--- src/rtl/axis_bram_writer_pkg.sv ---
// -----------------------------------------------------------------------------
// axis_bram_writer_pkg
//
// Shared definitions for the AXI4-Stream to BRAM capture block:
//   - state_t       : capture FSM encoding (IDLE / RUN / DONE)
//   - we_all_ones() : builds an all-ones byte-enable mask of a given width
// -----------------------------------------------------------------------------
package axis_bram_writer_pkg;

    // Encoding is fixed so the state can be decoded by software or a debug
    // probe without a lookup table.
    typedef enum logic [1:0] {
        ST_IDLE = 2'd0,
        ST_RUN  = 2'd1,
        ST_DONE = 2'd2
    } state_t;

    localparam int WE_MASK_MAX = 128;

    // All-ones mask of 'n' bits, right-aligned in a WE_MASK_MAX-bit word.
    // The caller casts the result down to its own byte-enable width.
    function automatic logic [WE_MASK_MAX-1:0] we_all_ones(input int n);
        logic [WE_MASK_MAX-1:0] mask;
        mask = '0;
        for (int i = 0; i < WE_MASK_MAX; i++) begin
            if (i < n) begin
                mask[i] = 1'b1;
            end
        end
        return mask;
    endfunction

endpackage : axis_bram_writer_pkg

--- src/rtl/axis_bram_writer.sv ---
// -----------------------------------------------------------------------------
// axis_bram_writer
//
// AXI4-Stream slave that captures a block of stream words into a BRAM through
// a simple registered write port. A single-cycle start strobe arms a capture
// of cfg_data+1 words (one-shot mode) or a ring-buffer capture that wraps at
// the limit (continuous mode). tlast terminates a one-shot capture early, or
// re-aligns the ring to address 0 in continuous mode.
//
// Parameters
//   AXIS_TDATA_WIDTH : slave stream data width
//   BRAM_DATA_WIDTH  : BRAM word width (tdata truncated or zero-extended)
//   BRAM_ADDR_WIDTH  : BRAM address width
//   CONTINUOUS       : "TRUE" = ring-buffer capture, "FALSE" = stop at limit
//
// Ports
//   aclk, areset         : clock, asynchronous active-high reset
//   cfg_data             : last address to write; sampled on cfg_start
//   cfg_start            : single-cycle start strobe (ignored while running)
//   sts_data             : next write address
//   sts_done             : high while the capture is complete
//   s_axis_*             : AXI4-Stream slave (tready, tdata, tvalid, tlast)
//   bram_porta_*         : BRAM write port (clk, rst, addr, wrdata, we)
// -----------------------------------------------------------------------------
module axis_bram_writer
    import axis_bram_writer_pkg::*;
#(
    parameter int    AXIS_TDATA_WIDTH = 32,
    parameter int    BRAM_DATA_WIDTH  = 32,
    parameter int    BRAM_ADDR_WIDTH  = 10,
    parameter string CONTINUOUS       = "FALSE"
) (
    input  logic                          aclk,
    input  logic                          areset,

    input  logic [BRAM_ADDR_WIDTH-1:0]    cfg_data,
    input  logic                          cfg_start,
    output logic [BRAM_ADDR_WIDTH-1:0]    sts_data,
    output logic                          sts_done,

    output logic                          s_axis_tready,
    input  logic [AXIS_TDATA_WIDTH-1:0]   s_axis_tdata,
    input  logic                          s_axis_tvalid,
    input  logic                          s_axis_tlast,

    output logic                          bram_porta_clk,
    output logic                          bram_porta_rst,
    output logic [BRAM_ADDR_WIDTH-1:0]    bram_porta_addr,
    output logic [BRAM_DATA_WIDTH-1:0]    bram_porta_wrdata,
    output logic [BRAM_DATA_WIDTH/8-1:0]  bram_porta_we
);

    localparam int                WE_WIDTH = BRAM_DATA_WIDTH / 8;
    localparam logic [WE_WIDTH-1:0] WE_ALL = WE_WIDTH'(we_all_ones(WE_WIDTH));
    localparam bit                IS_CONT  = (CONTINUOUS == "TRUE");

    state_t                     state;
    logic [BRAM_ADDR_WIDTH-1:0] addr;
    logic [BRAM_ADDR_WIDTH-1:0] limit;

    logic                       beat;
    logic                       at_end;
    logic [BRAM_DATA_WIDTH-1:0] data_fit;

    // Upper tdata bits are dropped when the BRAM word is narrower.
    logic                       unused_tdata;
    assign unused_tdata = ^s_axis_tdata;

    // BRAM port shares the stream clock and reset.
    assign bram_porta_clk = aclk;
    assign bram_porta_rst = areset;

    // Ready decodes the state register only, so there is no combinational
    // path from tvalid back to tready.
    assign s_axis_tready = (state == ST_RUN);
    assign sts_done      = (state == ST_DONE);
    assign sts_data      = addr;

    assign beat     = s_axis_tvalid && s_axis_tready;
    assign at_end   = (addr == limit) || s_axis_tlast;
    // Sized cast truncates to the LSBs or zero-extends as needed.
    assign data_fit = BRAM_DATA_WIDTH'(s_axis_tdata);

    // -------------------------------------------------------------------------
    // Capture FSM: state, running address and latched limit.
    // -------------------------------------------------------------------------
    // NOTE: sequential state uses non-blocking assignments so every register
    // samples pre-edge values, independent of statement order.
    always_ff @(posedge aclk or posedge areset) begin
        if (areset) begin
            state <= ST_IDLE;
            addr  <= '0;
            limit <= '0;
        end else begin
            unique case (state)
                ST_IDLE, ST_DONE: begin
                    if (cfg_start) begin
                        state <= ST_RUN;
                        limit <= cfg_data;
                        addr  <= '0;
                    end
                end

                ST_RUN: begin
                    if (beat) begin
                        if (at_end && IS_CONT) begin
                            // Ring mode: wrap (or re-align on tlast) and keep going.
                            addr <= '0;
                        end else begin
                            // Wraps naturally when limit is the top address.
                            addr <= addr + 1'b1;
                            if (at_end) begin
                                state <= ST_DONE;
                            end
                        end
                    end
                end

                // NOTE: the unused encoding recovers to IDLE; unassigned
                // registers simply hold, which is fine in a clocked block
                // (latches only arise from incomplete combinational logic).
                default: state <= ST_IDLE;
            endcase
        end
    end

    // -------------------------------------------------------------------------
    // Registered BRAM write port: one cycle behind the accepted beat.
    // -------------------------------------------------------------------------
    // NOTE: these are the only write-path registers and they are reset so an
    // in-flight write is cancelled the moment areset asserts; the BRAM array
    // itself is never cleared.
    always_ff @(posedge aclk or posedge areset) begin
        if (areset) begin
            bram_porta_addr   <= '0;
            bram_porta_wrdata <= '0;
            bram_porta_we     <= '0;
        end else begin
            if (beat) begin
                bram_porta_addr   <= addr;
                bram_porta_wrdata <= data_fit;
                bram_porta_we     <= WE_ALL;
            end else begin
                bram_porta_we     <= '0;
            end
        end
    end

endmodule : axis_bram_writer

--- config.mk ---
export PLATFORM = sky130hd
export DESIGN_NAME = axis_bram_writer
export DESIGN_NICKNAME = d
export VERILOG_FILES = /design/src/rtl/axis_bram_writer_pkg.sv /design/src/rtl/axis_bram_writer.sv
export SDC_FILE = /design/constraint.sdc
export NUM_CORES = 1
export LEC_CHECK = 0
export ABC_AREA = 1
export BUFFER_PORTS_ARGS = -buffer_cell sky130_fd_sc_hd__buf_2
export CAP_MARGIN = 20
export CORE_MARGIN = 4
export CORE_UTILIZATION = 50
export CTS_CLUSTER_SIZE = 24
export DETAILED_ROUTE_END_ITERATION = 16
export MAX_ROUTING_LAYER = met4
export PLACE_DENSITY = 0.81
export SYNTH_ARGS = -nofsm -noshare
export SYNTH_HDL_FRONTEND = slang
export SYNTH_SLANG_ARGS = --single-unit
--- constraint.sdc ---
create_clock -name aclk -period 4.49 [get_ports aclk]
set_input_delay 0.6735 -clock aclk [delete_from_list [all_inputs] [get_ports aclk]]
set_output_delay 0.6735 -clock aclk [all_outputs]
set_load 0.005 [all_outputs]
==> results.cfg <==
[status]
status = completed

[synth]
ys_types = 21
syn_nets = 384
syn_inst = 336
syn_area_mm2 = 0.00280
ys_ff_latch = 65
synth-seq-area-share_pct = 58.2
syn_area_per_cell_um2 = 8.32
yosysWarnings = 0

[critical_path]
critical_path_class = clock port to primary output
path_cells = clkbuf_8 > clkbuf_8 > buf_2
arrival_ns = 2.59
cp_slowest_cell = clkbuf_8
timing.critical_path.mode_cell = clkbuf_8
start_kind = clock port
end_kind = primary output
max_stage_delay_ns = 0.12
cp_max_fo = 2
worst-r2r-setup-slack_ns = 2.54
crit_required_ns = 3.82

[placed_design]
gp_congestion = 0.835
placement.io_buffers = 106
place_hpwl_um = 4970

[power]
p_leak_nw = 2.06
power_mw = 2.29
vdd_drop_max_v = 0.000374
powerDensity_mw_per_mm2 = 639

[clock_network]
cts-resized-gates = 0
cts_hold_buf = 0
clock_latency_ns = 0.43
cts_tree = yes
clkTransAtPathRegs_ns = 0.07
cts_setup_buffers = 0

[sta]
hold_viol = 0
tns_ns = 0
rsz0062_at_grt = false
finalClockSkew_ns = 0.00711
relSlewSlack_pct = 60.4
tightestPinTransition_ns = 0.593
slew_violations = 0
setup_violations = 0

[die]
die_x_um = 82.8
rows = 26
initial_core_util_pct = 53.0
io_pins = 107
die_y_um = 82.8
dieArea_mm2 = 0.00685
coreArea_mm2 = 0.00527

[global_routing]
grt_pass1_wl_um = 10700
groute.usage.overall_pct = 21.7
antenna_found_initial = 0
grt.overflow.total = 0
grt_start_max_net_pins = 53
grt_pass1_vias = 2347

[detailed_routing]
drc = 0
wl_um = 6810
vias = 2521
avgViaCountPerCell = 4.89
routedWlPerCell_um = 13.2
first_pass_iters = 4
postRouteAntennaNets = 0
drt_iter0_markers = 135

[finish]
final_common_cell = nand2_1
fin_nets = 490
layout_common_cells = nand2_1, buf_2, dfrtp_1
drive_gt1_share_pct = 30.5
antenna_cells = 0
syn_to_final_growth_pct = 28.2

[worst_hold_path]
hp-class = input pin to async pin

[job]
drv_cap = 0
-- layer usage --
| metal | vias to the layer above | share of wire [%] | track usage (%) |
|---|---|---|---|
| met2 | 89 | 50 | 32.9 |
| li1 | 1244 | - | - |
| met5 | - | 0 | - |
| met4 | 0 | 2.1 | 11.3 |
| met3 | 14 | 6.8 | 4.86 |
| met1 | 1174 | 41 | 27.3 |
-- through the flow --
| stage | util, % | hold WS, ns | setup slack [ns] | cells | cell area, um2 |
|---|---|---|---|---|---|
| after detailed placement | 63.2 | 0.460 | 1.47 | 498 | 3330 |
| after CTS | 68.0 | 0.249 | 1.22 | 516 | 3580 |
| after floorplan | - | 0.469 | 1.46 | 336 | 2800 |
| after global placement | 63.2 | 0.457 | 1.47 | 498 | 3330 |
| after global routing | 68.0 | 0.281 | 1.22 | 516 | 3580 |
| final | 68.0 | 0.251 | 1.23 | 516 | 3580 |
-- state kept, by name, summed over array words and instances (netlist names) --
signal             flops
bram_porta_addr       10
bram_porta_we          1
bram_porta_wrdata     32
limit                 10
state                  2
sts_data              10
-- critical path: cells and delay by family --
family,cells,cell delay (ns)
buffers and inverters,3,0.34
-- synthesized netlist by cell type --
cell type	instances	area, um2
nand2_1	161	604
dfrtp_1	65	1630
inv_1	23	86.3
o21ai_1	23	115
nor2_1	11	41.3
nand3_1	10	50.1
buf_2	7	35.0
buf_4	6	45.0
inv_2	6	22.5
nand4_1	5	31.3
a21oi_1	4	20.0
clkbuf_1	2	7.51
nand2_2	2	12.5
nor2_2	2	12.5
nor3_1	2	10.0
xnor2_1	2	17.5
ha_1	1	12.5
nand2_4	1	11.3
nor2_8	1	20.0
o21a_1	1	7.51
or2_0	1	6.26
-- cells by family (layout without fill, tap and decap cells) --
kind of cell	count (synthesis)	in the layout	share of synthesized area (%)
and+or+nand+nor	196	196	28.6
xor gates and xnor gates	2	2	0.627
adders and majority gates	1	1	0.448
buffers and inverters	44	154	7.03
AOI/OAI and AO/OA	28	28	5.10
DFF	65	65	58.2
-- cell type report --
cell class / instances / area (um2)
Clock buffer: 16 / 191
Tap cell: 70 / 87.6
Clock inverter: 3 / 65.1
Multi-Input combinational cell: 227 / 972
Sequential cell: 65 / 1630
Fill cell: 461 / 1690
Inverter: 29 / 109
Timing Repair Buffer: 106 / 533
-- where the power goes --
group / total, mW / switching (mW) / leakage [nW] / internal [mW]
clock network: 0.606 / 0.218 / 0.132 / 0.387
registers: 0.942 / 0.139 / 0.831 / 0.802
logic: 0.743 / 0.442 / 1.10 / 0.301
total: 2.29 / 0.800 / 2.06 / 1.49
-- path summary, 6_finish.rpt --
| path | from | endpoint | cells past startpoint |
|---|---|---|---|
| worst max-delay path | aclk | bram_porta_clk | 3 |
| worst min-delay path | areset | bram_porta_wrdata[30] | 2 |
| worst max register to register | state[1] | bram_porta_addr[0] | 5 |
| worst min register to register | bram_porta_wrdata[1] | bram_porta_wrdata[1] | 2 |
| max in group asynchronous | areset | limit[7] | 3 |
| min in group aclk | cfg_data[8] | limit[8] | 3 |
Note: power is estimated with default switching activity, not from simulation.
